`src/rtl/exec_muldiv_if.sv`:
```
`default_nettype none
// +------------------------------------------------------------------+
// | exec_muldiv_if : op/operand/result bundle for exec_muldiv         |
// | Rev 1.0                                                           |
// +------------------------------------------------------------------+
interface exec_muldiv_if #(
   parameter int WIDTH = 32,
   parameter int TAG_W = 4
);
   logic             flush;
   logic             stallM;
   logic             start;
   logic [2:0]       op;
   logic             setFlags;
   logic [WIDTH-1:0] srcA;
   logic [WIDTH-1:0] srcB;
   logic [WIDTH-1:0] accLo;
   logic [WIDTH-1:0] accHi;
   logic [TAG_W-1:0] rdLoIn;
   logic [TAG_W-1:0] rdHiIn;
   logic             busy;
   logic             done;
   logic [WIDTH-1:0] resultLo;
   logic [WIDTH-1:0] resultHi;
   logic             wrHi;
   logic             flagN;
   logic             flagZ;
   logic             flagWe;
   logic [TAG_W-1:0] rdLoOut;
   logic [TAG_W-1:0] rdHiOut;

   modport master (
      output flush, stallM, start, op, setFlags, srcA, srcB, accLo, accHi, rdLoIn, rdHiIn,
      input  busy, done, resultLo, resultHi, wrHi, flagN, flagZ, flagWe, rdLoOut, rdHiOut
   );

   modport slave (
      input  flush, stallM, start, op, setFlags, srcA, srcB, accLo, accHi, rdLoIn, rdHiIn,
      output busy, done, resultLo, resultHi, wrHi, flagN, flagZ, flagWe, rdLoOut, rdHiOut
   );
endinterface
`default_nettype wire

```
`src/rtl/exec_muldiv.sv`:
```
`default_nettype none
// +------------------------------------------------------------------+
// | exec_muldiv : multi-cycle radix-2^R multiply/accumulate, E-stage  |
// | Optional restoring divider enabled by `define MULDIV_DIV_EN       |
// | Rev 1.0                                                           |
// +------------------------------------------------------------------+
module exec_muldiv #(
   parameter int WIDTH          = 32,
   parameter int BITS_PER_CYCLE = 4,
   parameter int TAG_W          = 4
) (
   input  logic         clk,
   input  logic         reset,
   exec_muldiv_if.slave bus
);
   localparam int N     = WIDTH / BITS_PER_CYCLE;
   localparam int CNT_W = (WIDTH > 2) ? $clog2(WIDTH) : 1;

   localparam logic [CNT_W-1:0] CNT_ONE = CNT_W'(1);
   localparam logic [CNT_W-1:0] CNT_MUL = CNT_W'(N - 1);
`ifdef MULDIV_DIV_EN
   localparam logic [CNT_W-1:0] CNT_DIV = CNT_W'(WIDTH - 1);
`endif

   localparam logic [2:0] OP_MUL   = 3'b000;
   localparam logic [2:0] OP_MLA   = 3'b001;
   localparam logic [2:0] OP_UMULL = 3'b010;
   localparam logic [2:0] OP_SMULL = 3'b011;
   localparam logic [2:0] OP_UMLAL = 3'b100;
   localparam logic [2:0] OP_SMLAL = 3'b101;
   localparam logic [2:0] OP_SDIV  = 3'b111;

   typedef enum logic [1:0] {
      S_IDLE = 2'd0,
      S_CALC = 2'd1,
      S_FIX  = 2'd2,
      S_DONE = 2'd3
   } state_t;

   state_t               state_q, state_d;
   logic [2:0]           op_q, op_d;
   logic                 flag_en_q, flag_en_d;
   logic                 neg_q, neg_d;
   logic [2*WIDTH-1:0]   mcand_q, mcand_d;
   logic [WIDTH-1:0]     mplier_q, mplier_d;
   logic [2*WIDTH-1:0]   prod_q, prod_d;
   logic [2*WIDTH-1:0]   acc_q, acc_d;
   logic [CNT_W-1:0]     cnt_q, cnt_d;
   logic [TAG_W-1:0]     rd_lo_q, rd_lo_d;
   logic [TAG_W-1:0]     rd_hi_q, rd_hi_d;
   logic [WIDTH-1:0]     res_lo_q, res_lo_d;
   logic [WIDTH-1:0]     res_hi_q, res_hi_d;
   logic                 wr_hi_q, wr_hi_d;
   logic                 flag_n_q, flag_n_d;
   logic                 flag_z_q, flag_z_d;
   logic                 done_q, done_d;

   logic                 accept;
   logic                 w_in_signed;
   logic                 w_in_div;
   logic [WIDTH-1:0]     w_a_mag;
   logic [WIDTH-1:0]     w_b_mag;
   logic [2*WIDTH-1:0]   w_mac;
   logic [2*WIDTH-1:0]   w_signed;
   logic [2*WIDTH-1:0]   w_res;
   logic                 w_long;
`ifdef MULDIV_DIV_EN
   logic [WIDTH:0]       w_trial;
   logic [2*WIDTH-1:0]   w_div_step;
`endif

   // Operand conditioning and per-state arithmetic
   always_comb begin
      w_in_signed = (bus.op == OP_SMULL) || (bus.op == OP_SMLAL) || (bus.op == OP_SDIV);
      w_in_div    = (bus.op[2:1] == 2'b11);
      w_a_mag     = (w_in_signed && bus.srcA[WIDTH-1]) ? -bus.srcA : bus.srcA;
      w_b_mag     = (w_in_signed && bus.srcB[WIDTH-1]) ? -bus.srcB : bus.srcB;

      w_mac = prod_q + mcand_q * {{(2*WIDTH-BITS_PER_CYCLE){1'b0}}, mplier_q[BITS_PER_CYCLE-1:0]};

`ifdef MULDIV_DIV_EN
      // Upper WIDTH+1 bits are the partial remainder already shifted left by one
      w_trial = prod_q[2*WIDTH-1:WIDTH-1] - {1'b0, mplier_q};
      if (!w_trial[WIDTH]) begin
         w_div_step = {w_trial[WIDTH-1:0], prod_q[WIDTH-2:0], 1'b1};
      end else begin
         w_div_step = {prod_q[2*WIDTH-2:0], 1'b0};
      end
`endif

      w_signed = neg_q ? -prod_q : prod_q;
      w_long   = (op_q == OP_UMULL) || (op_q == OP_SMULL) ||
                 (op_q == OP_UMLAL) || (op_q == OP_SMLAL);
      case (op_q)
         OP_MUL:             w_res = {{WIDTH{1'b0}}, w_signed[WIDTH-1:0]};
         OP_MLA:             w_res = {{WIDTH{1'b0}}, w_signed[WIDTH-1:0] + acc_q[WIDTH-1:0]};
         OP_UMULL, OP_SMULL: w_res = w_signed;
         OP_UMLAL, OP_SMLAL: w_res = w_signed + acc_q;
         default: begin
`ifdef MULDIV_DIV_EN
            w_res = (mplier_q == '0) ? '0 : {{WIDTH{1'b0}}, w_signed[WIDTH-1:0]};
`else
            w_res = '0;
`endif
         end
      endcase
   end

   always_comb begin
      state_d   = state_q;
      op_d      = op_q;
      flag_en_d = flag_en_q;
      neg_d     = neg_q;
      mcand_d   = mcand_q;
      mplier_d  = mplier_q;
      prod_d    = prod_q;
      acc_d     = acc_q;
      cnt_d     = cnt_q;
      rd_lo_d   = rd_lo_q;
      rd_hi_d   = rd_hi_q;
      res_lo_d  = res_lo_q;
      res_hi_d  = res_hi_q;
      wr_hi_d   = wr_hi_q;
      flag_n_d  = flag_n_q;
      flag_z_d  = flag_z_q;
      done_d    = done_q;
      accept    = 1'b0;

      case (state_q)
         S_IDLE: accept = bus.start;
         S_CALC: begin
            if (cnt_q == '0) begin
               state_d = S_FIX;
            end else begin
               cnt_d = cnt_q - CNT_ONE;
            end
            prod_d   = w_mac;
            mcand_d  = mcand_q << BITS_PER_CYCLE;
            mplier_d = mplier_q >> BITS_PER_CYCLE;
`ifdef MULDIV_DIV_EN
            if (op_q[2:1] == 2'b11) begin
               prod_d   = w_div_step;
               mcand_d  = mcand_q;
               mplier_d = mplier_q;
            end
`endif
         end
         S_FIX: begin
            res_lo_d = w_res[WIDTH-1:0];
            res_hi_d = w_res[2*WIDTH-1:WIDTH];
            wr_hi_d  = w_long;
            flag_n_d = w_long ? w_res[2*WIDTH-1] : w_res[WIDTH-1];
            flag_z_d = (w_res == '0);
            done_d   = 1'b1;
            state_d  = S_DONE;
         end
         S_DONE: begin
            if (!bus.stallM) begin
               done_d  = 1'b0;
               state_d = S_IDLE;
               accept  = bus.start;
            end
         end
         default: state_d = S_IDLE;
      endcase

      if (accept) begin
         op_d      = bus.op;
         neg_d     = w_in_signed & (bus.srcA[WIDTH-1] ^ bus.srcB[WIDTH-1]);
         mcand_d   = {{WIDTH{1'b0}}, w_a_mag};
         mplier_d  = w_b_mag;
         acc_d     = {bus.accHi, bus.accLo};
         rd_lo_d   = bus.rdLoIn;
         rd_hi_d   = bus.rdHiIn;
         prod_d    = '0;
         cnt_d     = CNT_MUL;
         state_d   = S_CALC;
`ifdef MULDIV_DIV_EN
         flag_en_d = bus.setFlags;
         if (w_in_div) begin
            prod_d = {{WIDTH{1'b0}}, w_a_mag};
            cnt_d  = CNT_DIV;
         end
`else
         // Without a divider, divide ops fall straight through to a zero result
         flag_en_d = bus.setFlags & ~w_in_div;
         if (w_in_div) begin
            state_d = S_FIX;
         end
`endif
      end

      if (bus.flush) begin
         state_d = S_IDLE;
         done_d  = 1'b0;
      end
   end

   always_ff @(posedge clk) begin
      if (!reset) begin
         state_q   <= S_IDLE;
         op_q      <= '0;
         flag_en_q <= 1'b0;
         neg_q     <= 1'b0;
         mcand_q   <= '0;
         mplier_q  <= '0;
         prod_q    <= '0;
         acc_q     <= '0;
         cnt_q     <= '0;
         rd_lo_q   <= '0;
         rd_hi_q   <= '0;
         res_lo_q  <= '0;
         res_hi_q  <= '0;
         wr_hi_q   <= 1'b0;
         flag_n_q  <= 1'b0;
         flag_z_q  <= 1'b0;
         done_q    <= 1'b0;
      end else begin
         state_q   <= state_d;
         op_q      <= op_d;
         flag_en_q <= flag_en_d;
         neg_q     <= neg_d;
         mcand_q   <= mcand_d;
         mplier_q  <= mplier_d;
         prod_q    <= prod_d;
         acc_q     <= acc_d;
         cnt_q     <= cnt_d;
         rd_lo_q   <= rd_lo_d;
         rd_hi_q   <= rd_hi_d;
         res_lo_q  <= res_lo_d;
         res_hi_q  <= res_hi_d;
         wr_hi_q   <= wr_hi_d;
         flag_n_q  <= flag_n_d;
         flag_z_q  <= flag_z_d;
         done_q    <= done_d;
      end
   end

   assign bus.busy     = (state_q == S_CALC) || (state_q == S_FIX) ||
                         ((state_q == S_DONE) && bus.stallM);
   assign bus.done     = done_q;
   assign bus.resultLo = res_lo_q;
   assign bus.resultHi = res_hi_q;
   assign bus.wrHi     = wr_hi_q;
   assign bus.flagN    = flag_n_q;
   assign bus.flagZ    = flag_z_q;
   assign bus.flagWe   = done_q & flag_en_q;
   assign bus.rdLoOut  = rd_lo_q;
   assign bus.rdHiOut  = rd_hi_q;

endmodule
`default_nettype wire

```
`src/flat_wrapper.sv`:
```
// flat-port wrapper written by rule: the top's interface ports become plain ports
module exec_muldiv_flat 
#(
   parameter int WIDTH          = 32,
   parameter int BITS_PER_CYCLE = 4,
   parameter int TAG_W          = 4
)
  (clk, reset, bus_flush, bus_stallM, bus_start, bus_op, bus_setFlags, bus_srcA, bus_srcB, bus_accLo, bus_accHi, bus_rdLoIn, bus_rdHiIn, bus_busy, bus_done, bus_resultLo, bus_resultHi, bus_wrHi, bus_flagN, bus_flagZ, bus_flagWe, bus_rdLoOut, bus_rdHiOut);
  exec_muldiv_if #(.WIDTH(WIDTH), .TAG_W(TAG_W)) bus_i ();
  input  logic clk;
  input  logic reset;
  input wire logic [$bits(bus_i.flush)-1:0] bus_flush;
  input wire logic [$bits(bus_i.stallM)-1:0] bus_stallM;
  input wire logic [$bits(bus_i.start)-1:0] bus_start;
  input wire logic [$bits(bus_i.op)-1:0] bus_op;
  input wire logic [$bits(bus_i.setFlags)-1:0] bus_setFlags;
  input wire logic [$bits(bus_i.srcA)-1:0] bus_srcA;
  input wire logic [$bits(bus_i.srcB)-1:0] bus_srcB;
  input wire logic [$bits(bus_i.accLo)-1:0] bus_accLo;
  input wire logic [$bits(bus_i.accHi)-1:0] bus_accHi;
  input wire logic [$bits(bus_i.rdLoIn)-1:0] bus_rdLoIn;
  input wire logic [$bits(bus_i.rdHiIn)-1:0] bus_rdHiIn;
  output wire logic [$bits(bus_i.busy)-1:0] bus_busy;
  output wire logic [$bits(bus_i.done)-1:0] bus_done;
  output wire logic [$bits(bus_i.resultLo)-1:0] bus_resultLo;
  output wire logic [$bits(bus_i.resultHi)-1:0] bus_resultHi;
  output wire logic [$bits(bus_i.wrHi)-1:0] bus_wrHi;
  output wire logic [$bits(bus_i.flagN)-1:0] bus_flagN;
  output wire logic [$bits(bus_i.flagZ)-1:0] bus_flagZ;
  output wire logic [$bits(bus_i.flagWe)-1:0] bus_flagWe;
  output wire logic [$bits(bus_i.rdLoOut)-1:0] bus_rdLoOut;
  output wire logic [$bits(bus_i.rdHiOut)-1:0] bus_rdHiOut;
  assign bus_i.flush = bus_flush;
  assign bus_i.stallM = bus_stallM;
  assign bus_i.start = bus_start;
  assign bus_i.op = bus_op;
  assign bus_i.setFlags = bus_setFlags;
  assign bus_i.srcA = bus_srcA;
  assign bus_i.srcB = bus_srcB;
  assign bus_i.accLo = bus_accLo;
  assign bus_i.accHi = bus_accHi;
  assign bus_i.rdLoIn = bus_rdLoIn;
  assign bus_i.rdHiIn = bus_rdHiIn;
  assign bus_busy = bus_i.busy;
  assign bus_done = bus_i.done;
  assign bus_resultLo = bus_i.resultLo;
  assign bus_resultHi = bus_i.resultHi;
  assign bus_wrHi = bus_i.wrHi;
  assign bus_flagN = bus_i.flagN;
  assign bus_flagZ = bus_i.flagZ;
  assign bus_flagWe = bus_i.flagWe;
  assign bus_rdLoOut = bus_i.rdLoOut;
  assign bus_rdHiOut = bus_i.rdHiOut;
  exec_muldiv #(.WIDTH(WIDTH), .BITS_PER_CYCLE(BITS_PER_CYCLE), .TAG_W(TAG_W)) u_core (.clk(clk), .reset(reset), .bus(bus_i));
endmodule
```
`config.mk`:
```
export PLATFORM = sky130hd
export DESIGN_NAME = exec_muldiv_flat
export DESIGN_NICKNAME = d
export VERILOG_FILES = /design/src/rtl/exec_muldiv_if.sv /design/src/rtl/exec_muldiv.sv /design/src/flat_wrapper.sv
export SDC_FILE = /design/constraint.sdc
export NUM_CORES = 2
export LEC_CHECK = 0
export ABC_AREA = 1
export ABC_CLOCK_PERIOD_IN_PS = 9500
export CAP_MARGIN = 10
export CELL_PAD_IN_SITES_DETAIL_PLACEMENT = 1
export CELL_PAD_IN_SITES_GLOBAL_PLACEMENT = 1
export CORE_MARGIN = 2
export CORE_UTILIZATION = 35
export CTS_CLUSTER_SIZE = 25
export DETAILED_ROUTE_END_ITERATION = 16
export PLACE_DENSITY_LB_ADDON = 0.1
export RECOVER_POWER = 100
export SYNTH_ARGS = -nofsm -noshare
export SYNTH_HDL_FRONTEND = slang
export SYNTH_SLANG_ARGS = --single-unit
```
`constraint.sdc`:
```
create_clock -name clk -period 9.5 [get_ports clk]
set_input_delay 0.95 -clock clk [delete_from_list [all_inputs] [get_ports clk]]
set_output_delay 0.95 -clock clk [all_outputs]
set_load 0.005 [all_outputs]
```
==> Flow_metrics.wiki <==
{| class="wikitable"
! Metric !! Value
|-
| Result of the run || finished with violations
|-
| Failing checks || max-capacitance violations, max-slew violations
|-
| P_leak || 19.9 nW
|-
| Commonest register cell after synthesis || sky130_fd_sc_hd__dfxtp_1
|-
| Clock slew seen by the registers of the worst setup and hold paths || 0.06 ns
|-
| Clock latency reported for the late side of the worst-skew pair || 0.63 ns
|-
| End point of the most critical hold path || u_core.cnt_q[4]
|-
| Crit-path max FO || 47
|-
| Type of origin of the critical path || flip-flop
|-
| DRC violation count after routing || 0
|-
| Mapped cell area || 32600 um^2
|-
| Final min period || 6.89 ns
|-
| Number of hold-slack violations in the final timing report || 0
|-
| Slew Limit Fails || 236
|-
| Count of flip-flops with a built-in enable after synthesis || 0
|-
| Die Width || 309 um
|-
| Number of cells on the worst reg-to-reg path || 21
|-
| Most repeated library cell on the critical path || sky130_fd_sc_hd__nand2_1
|-
| Final setup viols || 0
|-
| Number of sinks on the clock net || 312
|-
| Hold_buf cts || 0
|-
| Fraction of the yosys area taken by sequential cells || 19.2%
|-
| Cell types occupying the most area after synthesis || sky130_fd_sc_hd__dfxtp_1, sky130_fd_sc_hd__nand2_1, sky130_fd_sc_hd__fa_1, sky130_fd_sc_hd__inv_1, sky130_fd_sc_hd__nor2_1
|-
| RSZ-0062 raised after global routing || false
|-
| YS warnings || 0
|-
| Area of all placed cells without fillers || 37200 um^2
|-
| Max frequency || 0.145 GHz
|-
| Nets@finish || 5928
|-
| Critical R2R Capture || u_core.bus.flagZ
|-
| DR vias || 34000
|-
| Type of the most critical hold path || reg2reg
|-
| Critical Path Sink Type || flip-flop
|-
| Buffers from clock root to sink, at most || 3
|-
| Critical-path cell list || clkbuf_1 -> nand2_1 -> xor2_1 -> ha_1 -> nand2_1 -> nor2_2 -> nand2_1 -> nor2_1 -> nand2_1 -> nand3_1 -> nand2_1 -> nand3_1 -> nand2_1 -> o21ai_0 -> nor2_1 -> nand2_1 -> nor2_1 -> nand3_1 -> nor2_1 -> nor2_1 -> nor2_1
|-
| Via density per instance || 5.06
|-
| Pin count of the biggest net entering global routing || 99
|-
| Routed len/inst || 20.0 um
|-
| Final period utilization || 72.5%
|-
| Post-Route WL || 135000 um
|-
| Proportion of netlist area held by the largest area contributor || 19.2%
|-
| Die height || 309 um
|-
| Critical-path cell with the highest stage delay || sky130_fd_sc_hd__clkbuf_1
|-
| R2R setup slack || 2.61 ns
|-
| Rel. slew slack || -143%
|-
| Proportion of layout cells with a drive suffix above 1 || 3.74%
|-
| Area inside the core boundary || 91900 um^2
|-
| Antenna Cells || 0
|-
| Average footprint of a synthesized cell || 6.11 um^2
|-
| Number of rows in the core area || 111
|-
| Floorplan die area || 95500 um^2
|-
| Least-Margin Pin Slew || 3.64 ns
|-
| Cell Pwr Density || 145 nW/um^2
|-
| Library cells used by synthesis || 63
|-
| Startpoint of the worst-slack reg-to-reg timing path || u_core.neg_q
|-
| Grt total ovfl || 0
|-
| Number of max-capacitance violations reported || 5
|-
| I/O pin total || 223
|-
| Crit path required time || 9.99 ns
|-
| Starting density of the core || 35.4%
|-
| Share of synthesized flip-flops with an asynchronous set or reset || 0%
|-
| Post-route antenna net violation count || 0
|-
| Cts bufs inserted || 41
|-
| Max VDD drop || 0.119 mV
|-
| Area delta synth->final || 14.4%
|-
| Aggregate global-route resource usage || 28.2%
|-
| Number of setup buffers added after CTS || 0
|-
| Net Count, Synth || 5806
|-
| Sum of negative setup slack || 0 ns
|-
| Clk_skew || 0.0337 ns
|-
| Leading cell types by count after synthesis || sky130_fd_sc_hd__nand2_1, sky130_fd_sc_hd__inv_1, sky130_fd_sc_hd__nor2_1
|-
| Kind of critical path || reg2reg
|-
| Post-cts resize count || 0
|-
| Number of cells produced by synthesis || 5324
|-
| Filler cell count in the final layout || 12300
|-
| Detailed-placement wirelength estimate || 111000 um
|-
| Endpoint arrival time on the critical path || 7.38 ns
|-
| TritonCTS clock tree || built
|-
| Initial antenna violation count || 1
|-
| DRT Pass-1 Iters || 7
|-
| Violation count after the first detailed-route iteration || 1970
|-
| Number of levels the H-tree was split into || 2
|-
| Via count of the first global-routing pass || 35200
|-
| Port-buffer cells || 222
|-
| Final weighted congestion of routability-driven global placement || 0.972
|-
| Register bit total from synthesis || 312
|-
| Cell type with the highest aggregate area in the netlist || sky130_fd_sc_hd__dfxtp_1
|-
| Global-route wire length before repair || 208000 um
|-
| Min-Delay Startpoint || u_core.cnt_q[4]
|-
| Crit path largest cell delay || 1.67 ns
|-
| Number of cells on the worst hold path || 2
|-
| Root buffer cell || sky130_fd_sc_hd__clkbuf_16
|-
| Post-DP Area || 35900 um^2
|-
| Most frequent cell after synthesis || sky130_fd_sc_hd__nand2_1
|}
-- how the worst max path moves through the flow --
stage,from,endpoint,cells after the start
5_1_grt,u_core.neg_q,u_core.bus.flagZ,22
2_1_floorplan,u_core.mplier_q[3],u_core.prod_q[48],23
6_report,u_core.neg_q,u_core.bus.flagZ,21
3_5_place_dp,u_core.mplier_q[3],u_core.prod_q[49],21
3_3_place_gp,u_core.mplier_q[3],u_core.prod_q[49],21
4_1_cts,u_core.mplier_q[3],u_core.prod_q[49],21
-- final cells by class --
type | count | area [um^2] | share of cell area [%]
Multi-Input combinational cell | 3903 | 22200 | 59.5
Clock buffer | 51 | 1130 | 3.02
Sequential cell | 312 | 6250 | 16.8
Tap cell | 1243 | 1560 | 4.18
Inverter | 942 | 3540 | 9.51
Timing Repair Buffer | 246 | 2380 | 6.40
Clock inverter | 21 | 230 | 0.618
-- registers in the layout, indices dropped and copies added (netlist names), 3 cells and up --
signal               count
u_core.bus.rdLoOut       4
u_core.prod_q           64
u_core.bus.resultLo     32
u_core.mcand_q          64
u_core.mplier_q         32
u_core.acc_q            64
u_core.bus.resultHi     32
u_core.op_q              3
u_core.cnt_q             5
u_core.bus.rdHiOut       4
-- worst max-delay path, delay by kind of cell, from the launching register on --
family	cells	cell delay, ns
AO/OA/AOI/OAI	1	0.75
XOR/XNOR	1	0.56
adder cells (fa/ha/maj)	1	0.33
buffers and inverters	1	1.67
flip-flops	1	1.32
AND/OR/NAND/NOR	17	2.09
-- layer usage --
| metal | GRT usage, % | vias to the layer above | share of wire, % |
|---|---|---|---|
| li1 | - | 16800 | - |
| met1 | 38.8 | 16500 | 48 |
| met2 | 47.2 | 541 | 46 |
| met3 | 2.56 | 158 | 3.5 |
| met4 | 7.65 | 0 | 2.9 |
| met5 | 0 | - | 0 |
-- cell families after synthesis --
logic type      count (synthesis)  share of synthesized area (%)
compound gates                815                           13.9
xor+xnor                      124                           3.34
fa+ha+maj                     337                           17.2
buf+inv                      1109                           12.9
flops                         312                           19.2
mux                             1                         0.0307
simple gates                 2626                           33.5
-- cells in the final DEF, fill, tap and decap left out, drive strengths merged, types with 143 or more instances in the layout --
cell	synthesis	routed
nand3	275	275
nor2	658	658
clkdlybuf4s50	0	143
dfxtp	312	312
inv	934	935
a21oi	341	341
fa	183	183
ha	154	154
nand2	1536	1536
o21ai	309	309
-- power breakdown --
group / total [mW] / internal, mW / switching, mW / leakage, nW
clock: 1.64 / 0.950 / 0.688 / 0.649
sequential: 1.62 / 1.45 / 0.170 / 2.55
combinational: 2.14 / 0.686 / 1.45 / 16.7
total: 5.40 / 3.09 / 2.31 / 19.9
-- through the flow --
stage	setup slack, ns	total power, mW	instances	util, %	hold slack, ns
floorplan	5.10	2.95	5324	-	0.422
global placement	4.29	3.78	6646	39.1	0.433
detailed placement	4.24	3.80	6646	39.1	0.446
CTS	4.25	5.47	6718	40.5	0.456
global route	2.22	5.76	6718	40.5	0.481
finish	2.61	5.40	6718	40.5	0.460
(Power assumes the default switching activity.)
